$ cat src/rtl/afifo_clear_ctrl.sv
// Purpose: sequences a four-phase clear req/ack handshake across NUM_CH FIFO clock domains with timeout supervision.
// Latency: req rises 2 cycles after clear_start rises; each ack edge costs SYNC_STAGES cycles plus 1 to react.
// Backpressure: start edges outside IDLE are dropped, not queued; a stalled channel aborts after TIMEOUT_CYCLES.
module afifo_clear_ctrl #(
    parameter int NUM_CH         = 2,
    parameter int SYNC_STAGES    = 2,
    parameter int TIMEOUT_CYCLES = 256
) (
    input  logic              main_clk,
    input  logic              main_rst,
    input  logic              clear_start,
    input  logic [NUM_CH-1:0] clear_mask,
    output logic [NUM_CH-1:0] ch_clear_req,
    input  logic [NUM_CH-1:0] ch_clear_ack,
    output logic              clear_busy,
    output logic              clear_done,
    output logic              clear_timeout,
    output logic [NUM_CH-1:0] clear_err_ch
);

    // A zero timeout disables supervision; keep the counter at least one bit wide.
    localparam bit               TO_EN   = (TIMEOUT_CYCLES > 0);
    localparam int               CNT_W   = TO_EN ? $clog2(TIMEOUT_CYCLES + 1) : 1;
    localparam logic [CNT_W-1:0] TO_LAST = TO_EN ? CNT_W'(TIMEOUT_CYCLES - 1) : '0;

    typedef enum logic [2:0] {
        ST_IDLE,
        ST_ASSERT,
        ST_RELEASE,
        ST_DONE,
        ST_ABORT
    } state_t;

    state_t            state, state_nxt;
    logic [NUM_CH-1:0] ack_sync [SYNC_STAGES];
    logic [NUM_CH-1:0] ack_s;
    logic              start_q, start_d, start_edge;
    logic [NUM_CH-1:0] mask_r, mask_nxt;
    logic [NUM_CH-1:0] err_nxt;
    logic [CNT_W-1:0]  to_cnt;
    logic              all_acked, all_released, to_hit;

    // Bring every channel's ack into main_clk through its own flop chain.
    always_ff @(posedge main_clk or posedge main_rst) begin
        if (main_rst) begin
            for (int i = 0; i < SYNC_STAGES; i++) ack_sync[i] <= '0;
        end else begin
            ack_sync[0] <= ch_clear_ack;
            for (int i = 1; i < SYNC_STAGES; i++) ack_sync[i] <= ack_sync[i-1];
        end
    end

    assign ack_s = ack_sync[SYNC_STAGES-1];

    // Register the start request and keep one older copy for rising-edge detection.
    always_ff @(posedge main_clk or posedge main_rst) begin
        if (main_rst) begin
            start_q <= 1'b0;
            start_d <= 1'b0;
        end else begin
            start_q <= clear_start;
            start_d <= start_q;
        end
    end

    assign start_edge   = start_q & ~start_d;
    // Unmasked channels drop out of both completion tests.
    assign all_acked    = ((ack_s & mask_r) == mask_r);
    assign all_released = ((ack_s & mask_r) == '0);
    assign to_hit       = TO_EN && (to_cnt == TO_LAST);

    // Next-state logic; exit conditions take priority over a coinciding timeout.
    always_comb begin
        state_nxt = state;
        mask_nxt  = mask_r;
        err_nxt   = clear_err_ch;
        case (state)
            ST_IDLE: begin
                if (start_edge) begin
                    mask_nxt  = clear_mask;
                    err_nxt   = '0;
                    state_nxt = (clear_mask != '0) ? ST_ASSERT : ST_DONE;
                end
            end
            ST_ASSERT: begin
                if (all_acked) begin
                    state_nxt = ST_RELEASE;
                end else if (to_hit) begin
                    state_nxt = ST_ABORT;
                    err_nxt   = mask_r & ~ack_s;
                end
            end
            ST_RELEASE: begin
                if (all_released) begin
                    state_nxt = ST_DONE;
                end else if (to_hit) begin
                    state_nxt = ST_ABORT;
                    err_nxt   = mask_r & ack_s;
                end
            end
            ST_DONE:  state_nxt = ST_IDLE;
            ST_ABORT: state_nxt = ST_IDLE;
            default:  state_nxt = ST_IDLE;
        endcase
    end

    // State, latched mask and every output are registered from the next state so nothing is combinational to a pin.
    always_ff @(posedge main_clk or posedge main_rst) begin
        if (main_rst) begin
            state         <= ST_IDLE;
            mask_r        <= '0;
            ch_clear_req  <= '0;
            clear_busy    <= 1'b0;
            clear_done    <= 1'b0;
            clear_timeout <= 1'b0;
            clear_err_ch  <= '0;
        end else begin
            state         <= state_nxt;
            mask_r        <= mask_nxt;
            ch_clear_req  <= (state_nxt == ST_ASSERT) ? mask_nxt : '0;
            clear_busy    <= (state_nxt == ST_ASSERT) || (state_nxt == ST_RELEASE);
            clear_done    <= (state_nxt == ST_DONE);
            clear_timeout <= (state_nxt == ST_ABORT);
            clear_err_ch  <= err_nxt;
        end
    end

    // Per-phase cycle counter: zeroed on any state change, counts while a handshake phase is open.
    always_ff @(posedge main_clk or posedge main_rst) begin
        if (main_rst) begin
            to_cnt <= '0;
        end else if (state_nxt != state) begin
            to_cnt <= '0;
        end else if (TO_EN && ((state == ST_ASSERT) || (state == ST_RELEASE))) begin
            to_cnt <= to_cnt + CNT_W'(1);
        end
    end

endmodule

$ cat config.mk
export PLATFORM = sky130hd
export DESIGN_NAME = afifo_clear_ctrl
export DESIGN_NICKNAME = d
export VERILOG_FILES = /design/src/rtl/afifo_clear_ctrl.sv
export SDC_FILE = /design/constraint.sdc
export NUM_CORES = 1
export LEC_CHECK = 0
export ABC_AREA = 1
export BUFFER_PORTS_ARGS = -buffer_cell sky130_fd_sc_hd__clkbuf_2
export CAP_MARGIN = 5
export CORE_MARGIN = 1.5
export CORE_UTILIZATION = 56
export DETAILED_ROUTE_END_ITERATION = 8
export PLACE_DENSITY_LB_ADDON = 0.08
export SETUP_SLACK_MARGIN = 0.5
export SYNTH_ARGS = -nofsm -noshare
export SYNTH_HDL_FRONTEND = slang
export SYNTH_SLANG_ARGS = --single-unit
$ cat constraint.sdc
create_clock -name main_clk -period 2.2 [get_ports main_clk]
set_input_delay 0.11 -clock main_clk [delete_from_list [all_inputs] [get_ports main_clk]]
set_output_delay 0.11 -clock main_clk [all_outputs]
set_load 0.03 [all_outputs]
Word level (Yosys, flattened, before mapping)
Cells that the tools add are included.
{"block": "word_totals", "in_bits": 7, "elab_cells": 57, "output_inout_bits": 7, "ff_bits": 27}
{"block": "op_classes", "mux": 17, "reduce_logical": 8, "n_eq_ne": 14, "bitwise_logic": 5, "addsub": 1}
{"op": "2-to-1 mux 2 bit", "n": 9}
{"op": "2-to-1 mux 9 bit", "n": 2}
{"op": "2-to-1 mux 3 bit", "n": 4}
{"op": "inequality test 2 bit (second input constant)", "n": 5}
{"op": "adder 9 x 1 -> 9 bit (second input constant)", "n": 1}
{"op": "== test 3 x 2 -> 1 bit (second input constant)", "n": 3}
{"op": "== test 9 x 8 -> 1 bit (second input constant)", "n": 1}
{"op": "one-hot mux 3 bit (3 select lines)", "n": 1}
{"op": "== test 3 x 1 -> 1 bit (second input constant)", "n": 2}
{"op": "one-hot mux 2 bit (3 select lines)", "n": 1}
{"op": "AND reduction 6 bit", "n": 1}
{"op": "bitwise AND 2 bit", "n": 2}
{"op": "nonzero test 2 bit", "n": 2}
{"op": "== test 3 bit (second input constant)", "n": 1}
{"op": "zero test 3 bit", "n": 1}
{"op": "inequality test 3 bit", "n": 1}
{"op": "nonzero test 3 bit", "n": 1}
{"op": "== test 2 bit", "n": 1}
{"op": "zero test 2 bit", "n": 1}
{"op": "logical OR 1 bit", "n": 2}
{"op": "inverter 2 bit", "n": 1}
{"op": "bitwise AND 1 bit", "n": 1}
{"op": "inverter 1 bit", "n": 1}

Logic depth before layout (Yosys ltp)
{"block": "logic_depth", "depth_word": 6, "ltp_mapped": 14, "mapped_depth_nobuf": 14}

Worst setup path before layout
OpenSTA, ideal clock, no wires.
{"block": "synth_timing", "path_type": "register to register", "start": "register to_cnt[0]", "end": "register to_cnt[0]", "path_buffers": 0, "setup_time_ns": 0.072, "arrival_time_ns": 1.786, "period_less_slack_ns": 1.858, "path_slack_ns": 0.342, "stages_incl_launch_ff": 14, "t_required_ns": 2.128, "cell_sequence": "dfrtp_1 > ha_1 > nand3_1 > inv_1 > and3_1 > and3_1 > ha_1 > inv_1 > nand2_1 > nand3_1 > nand3_1 > a21oi_2 > nand2_2 > nor2_1"}
{"block": "synth_between", "elab_chain_cells": 6, "elab_cells_between_ends": 10, "classes_between": "1 x add/sub; 2 x eq/ne; 6 x mux; 1 x reduce/logical"}
{"item": "start: declaration", "line": "40", "text": "logic [CNT_W-1:0] to_cnt;"}
{"item": "start signal: assignment", "line": "135", "text": "to_cnt <= to_cnt + CNT_W'(1);"}
{"item": "== test 9 x 8 -> 1 bit", "line": "70", "text": "assign to_hit = TO_EN && (to_cnt == TO_LAST);"}
{"item": "2-to-1 mux 3 bit", "line": "88, 96"}
{"item": "2-to-1 mux 3 bit (on tied branches)", "line": "94, 86"}
{"item": "one-hot mux 3 bit (3 select lines)", "line": "77", "text": "case (state)"}
{"item": "inequality test 3 bit", "line": "132", "text": "end else if (state_nxt != state) begin"}
{"item": "2-to-1 mux 9 bit / nonzero test 2 bit (equally long branches)"}
Parallel ways exist; a longest one is shown, timed or not. The select of a mux whose other input is x is not followed.
A chain may end at the register's enable or synchronous reset.

Worst setup path after layout
{"block": "layout_timing", "start": "register to_cnt[1]", "end": "register to_cnt[7]"}
{"block": "layout_between", "elab_chain_cells": 6, "elab_cells_between_ends": 10, "classes_between": "1 x add/sub; 2 x eq/ne; 6 x mux; 1 x reduce/logical"}
{"item": "== test 9 x 8 -> 1 bit *", "line": "70"}
{"item": "2-to-1 mux 3 bit *", "line": "88, 96"}
{"item": "2-to-1 mux 3 bit (on tied branches)", "line": "94, 86"}
{"item": "one-hot mux 3 bit (3 select lines) *", "line": "77"}
{"item": "named net state_nxt[1]", "line": "34", "text": "state_t state, state_nxt;"}
{"item": "inequality test 3 bit *", "line": "132"}
{"item": "2-to-1 mux 9 bit / nonzero test 2 bit (equally long branches)"}
Mark *: on every way through the listed nets, which the timed path passes. The rest lies on a longest branch. The select of a mux whose other input is x is not followed.

==> flow_results.xml <==
<?xml version="1.0" encoding="UTF-8"?>
<metrics>
  <group name="job">
    <metric name="max-cap-violations" unit="">0</metric>
  </group>
  <group name="logic_synthesis">
    <metric name="netlist.top_cell.by_area" unit="">dfrtp_1</metric>
    <metric name="mappedNetlistNets" unit="">153</metric>
    <metric name="mappedNetlistArea" unit="mm2">0.00127</metric>
    <metric name="synth_common_cells" unit="">dfrtp_1, nand2_1, inv_1</metric>
    <metric name="number_of_distinct_standard_cells_referenced_by_the_synthesized_netlist" unit="">24</metric>
    <metric name="synth_edf_count" unit="">0</metric>
    <metric name="ys_seq_area_frac" unit="">0.531</metric>
    <metric name="synthesis.area_per_instance" unit="um2">8.84</metric>
    <metric name="postSynthCellCount" unit="">144</metric>
    <metric name="synth_top_area_share" unit="">0.531</metric>
    <metric name="asyncSetResetFlopFracSynth" unit="">1.00</metric>
    <metric name="synth_warnings" unit="">0</metric>
    <metric name="ys_seq_elements" unit="">27</metric>
    <metric name="synth_most_common_cell" unit="">dfrtp_1</metric>
    <metric name="synth_top_cells_by_area" unit="">dfrtp_1, nand2_1, inv_1</metric>
    <metric name="synth-main-ff-cell" unit="">dfrtp_1</metric>
  </group>
  <group name="worst_setup_path">
    <metric name="crit_path_top_delay_cell" unit="">dfrtp_1</metric>
    <metric name="critical_path.startpoint_type" unit="">flop</metric>
    <metric name="worst_ep_required_time" unit="ns">2.49</metric>
    <metric name="crit_type" unit="">flop to flop</metric>
    <metric name="path_delay_family" unit="">simple AND/OR/NAND/NOR gates</metric>
    <metric name="worstPathArrival" unit="ns">2.30</metric>
    <metric name="crit_path_frequent_cell" unit="">nand2_2</metric>
    <metric name="endpoint_kind" unit="">flop</metric>
    <metric name="cp_cell_sequence" unit="">ha_2, nand3_2, inv_2, and3_4, and3_4, ha_4, inv_4, nand2_4, nand2_2, nand2_2, nand3_4, a21oi_4, nand2_2, nor2_1</metric>
    <metric name="critical_path.reg2reg.startpoint" unit="">to_cnt[1]$_DFFE_PP0P_</metric>
    <metric name="worstPathBufferInverterCount" unit="">2</metric>
    <metric name="critPathLaunch" unit="">to_cnt[1]$_DFFE_PP0P_</metric>
    <metric name="worst_path_largest_cell_delay" unit="ns">0.40</metric>
    <metric name="critPathMaxFanout" unit="">4</metric>
  </group>
  <group name="cts">
    <metric name="clkTransAtPathRegs" unit="ns">0.15</metric>
    <metric name="clockBufferDepth" unit="">2</metric>
    <metric name="clk_latency" unit="ns">0.34</metric>
    <metric name="clock-root-buffer" unit="">clkbuf_4</metric>
    <metric name="clock_tree_from_tritoncts" unit="">built</metric>
    <metric name="htree_num_levels" unit="">1</metric>
    <metric name="cts_sinks" unit="">27</metric>
    <metric name="cts_made_buffers" unit="">3</metric>
  </group>
  <group name="sta">
    <metric name="setup-tns-final" unit="ns">0</metric>
    <metric name="timing.clock.skew" unit="ns">0.0111</metric>
    <metric name="final_hold_viol_count" unit="">0</metric>
    <metric name="final-setup-viol-count" unit="">0</metric>
    <metric name="finalCriticalPeriod" unit="ns">2.02</metric>
    <metric name="grt_setup_unrepaired" unit="">yes</metric>
    <metric name="slew_headroom" unit="">0.762</metric>
    <metric name="actual_transition_at_the_worst_max_transition_pin" unit="ns">0.356</metric>
    <metric name="part_of_the_cycle_the_worst_path_needs" unit="">0.917</metric>
    <metric name="fmaxAchievable" unit="GHz">0.496</metric>
    <metric name="slew_viol_final" unit="">0</metric>
  </group>
  <group name="floorplanning">
    <metric name="initial_utilization" unit="">0.587</metric>
    <metric name="floorplan.die_area" unit="mm2">0.00257</metric>
    <metric name="core_area" unit="mm2">0.00217</metric>
    <metric name="floorplan.rows" unit="">17</metric>
    <metric name="die_x" unit="um">50.7</metric>
    <metric name="fp.dieH" unit="um">50.7</metric>
    <metric name="num_io_pins" unit="">14</metric>
  </group>
  <group name="power">
    <metric name="power_per_cell_area" unit="mW/mm2">1060</metric>
    <metric name="max-vdd-ir-drop" unit="uV">757</metric>
    <metric name="p_leak" unit="nW">0.840</metric>
  </group>
  <group name="place">
    <metric name="gp_congestion" unit="">0.878</metric>
    <metric name="dp_hpwl" unit="mm">1.69</metric>
    <metric name="io_buffers" unit="">13</metric>
  </group>
  <group name="final_layout">
    <metric name="area_growth_syn_to_layout" unit="%">27.1</metric>
    <metric name="antenna-diode-count" unit="">0</metric>
    <metric name="finish.net_count" unit="">185</metric>
    <metric name="post-route-util" unit="">0.746</metric>
    <metric name="final_layout_size_suffix_gt1_frac" unit="">0.326</metric>
  </group>
  <group name="grt">
    <metric name="first_global_vias" unit="">1034</metric>
    <metric name="globalRoute.totalOverflow" unit="">0</metric>
    <metric name="grt_start_max_net_pins" unit="">28</metric>
    <metric name="first_pass_grt_wire_length" unit="mm">4.28</metric>
    <metric name="antenna_found_initial" unit="">0</metric>
    <metric name="groute.usage.overall" unit="">0.227</metric>
  </group>
  <group name="drt">
    <metric name="finalWirelength" unit="mm">2.60</metric>
    <metric name="drtPass1Iterations" unit="">4</metric>
    <metric name="dr_total_vias" unit="">1050</metric>
    <metric name="wire_per_inst" unit="um">12.8</metric>
    <metric name="ant_nets" unit="">0</metric>
    <metric name="post_drt_via_cell_ratio" unit="">5.17</metric>
    <metric name="drt_first_iter_violations" unit="">15</metric>
    <metric name="drc" unit="">0</metric>
  </group>
  <group name="min_path">
    <metric name="worstHoldPathType" unit="">primary input to flop</metric>
    <metric name="timing.hold.worst.start" unit="">clear_mask[1]</metric>
  </group>
  <group name="status">
    <metric name="outcome" unit="">finished, final reports clean</metric>
  </group>
</metrics>
## state kept, by name (all words and copies together), names as in the netlist
signal	count
mask_r	2
clear_timeout	1
ch_clear_req	2
clear_done	1
clear_err_ch	2
to_cnt	9
ack_sync	2
start_d	1
start_q	1
clear_busy	1
ack_s	2
state	3
## power breakdown
part           switching (mW)  internal (mW)
clock network           0.156         0.0699
logic                   0.543          0.275
registers              0.0804          0.587
## cells by family after synthesis
group	Yosys count	share of synthesized area
DFF	27	0.531
AOI/OAI and AO/OA	9	0.0403
muxes	2	0.0167
adders and majority gates	2	0.0197
xor gates and xnor gates	7	0.0482
buffers and inverters	24	0.0708
and+or+nand+nor	73	0.273
## metrics by stage
stage / area, um2 / setup slack (ns) / std cells / hold WS [ns] / total power, mW
global placement: 1390 / 0.247 / 186 / 0.157 / 1.31
CTS: 1570 / 0.247 / 200 / 0.136 / 1.68
detailed placement: 1390 / 0.219 / 186 / 0.165 / 1.33
floorplan: 1280 / 0.397 / 144 / 0.141 / 1.17
global route: 1620 / 0.0688 / 203 / 0.156 / 1.81
finish: 1620 / 0.183 / 203 / 0.132 / 1.71
## area by class of cell
| type | instances | area [um2] |
|---|---|---|
| clock buffers | 3 | 22.5 |
| clock inverters | 1 | 7.51 |
| fillers | 169 | 552 |
| inverters | 24 | 92.6 |
| multi-input cells | 94 | 604 |
| flip-flops and latches | 27 | 676 |
| well taps | 28 | 35.0 |
| repair buffers | 26 | 180 |
## layer usage
metal	wire (um)	track usage
met2	1350	0.401
met5	0	0
met1	1120	0.269
met3	82	0.0357
met4	45	0.108
## what timing repair did
action,4_1_cts,5_1_grt
buffers inserted,5,3
resized for setup,19,6
hold buffers,4,0
gates cloned,1,0
pin swaps,4,2
setup endpoints to repair,16,19
endpoints found under the hold margin,30,0
## final timing paths
path,to,cells past startpoint,slack (ns)
min,mask_r[1]$_DFF_PP0_,4,0.13
min reg2reg,ack_s[0]$_DFF_PP0_,0,0.37
max,to_cnt[7]$_DFFE_PP0P_,14,0.18
max reg2reg,to_cnt[7]$_DFFE_PP0P_,14,0.18
min in group asynchronous,start_q$_DFF_PP0_,4,0.33
max in group asynchronous,state[2]$_DFF_PP0_,4,1.61
## layout by cell type (no fill, tap or decap)
master,n
xor2_1,7
ha_2,1
mux2i_1,1
nor2_2,4
nand4_1,4
nand2_4,4
clkbuf_2,13
nand3_2,4
a21oi_4,1
o21ai_0,3
buf_4,7
o21bai_1,1
o21ai_1,3
mux2_2,1
nor2_4,1
nand2_1,21
clkinvlp_4,1
nand2_2,6
nand3_4,1
a21oi_2,1
and3_4,2
buf_6,2
nor2_1,16
or2_0,1
inv_4,1
nand3_1,9
dfrtp_1,27
nor3_1,1
inv_2,3
ha_4,1
dlygate4sd3_1,4
inv_1,20
clkbuf_4,3
## worst register-to-register path, stage by stage (launching register included)
cell and delay, ns:
dfrtp_1 0.40, ha_2 0.20, nand3_2 0.08, inv_2 0.06
and3_4 0.17, and3_4 0.18, ha_4 0.13, inv_4 0.05
nand2_4 0.05, nand2_2 0.06, nand2_2 0.09, nand3_4 0.11
a21oi_4 0.19, nand2_2 0.11, nor2_1 0.10
No activity file was read; power rests on OpenSTA's default activity.
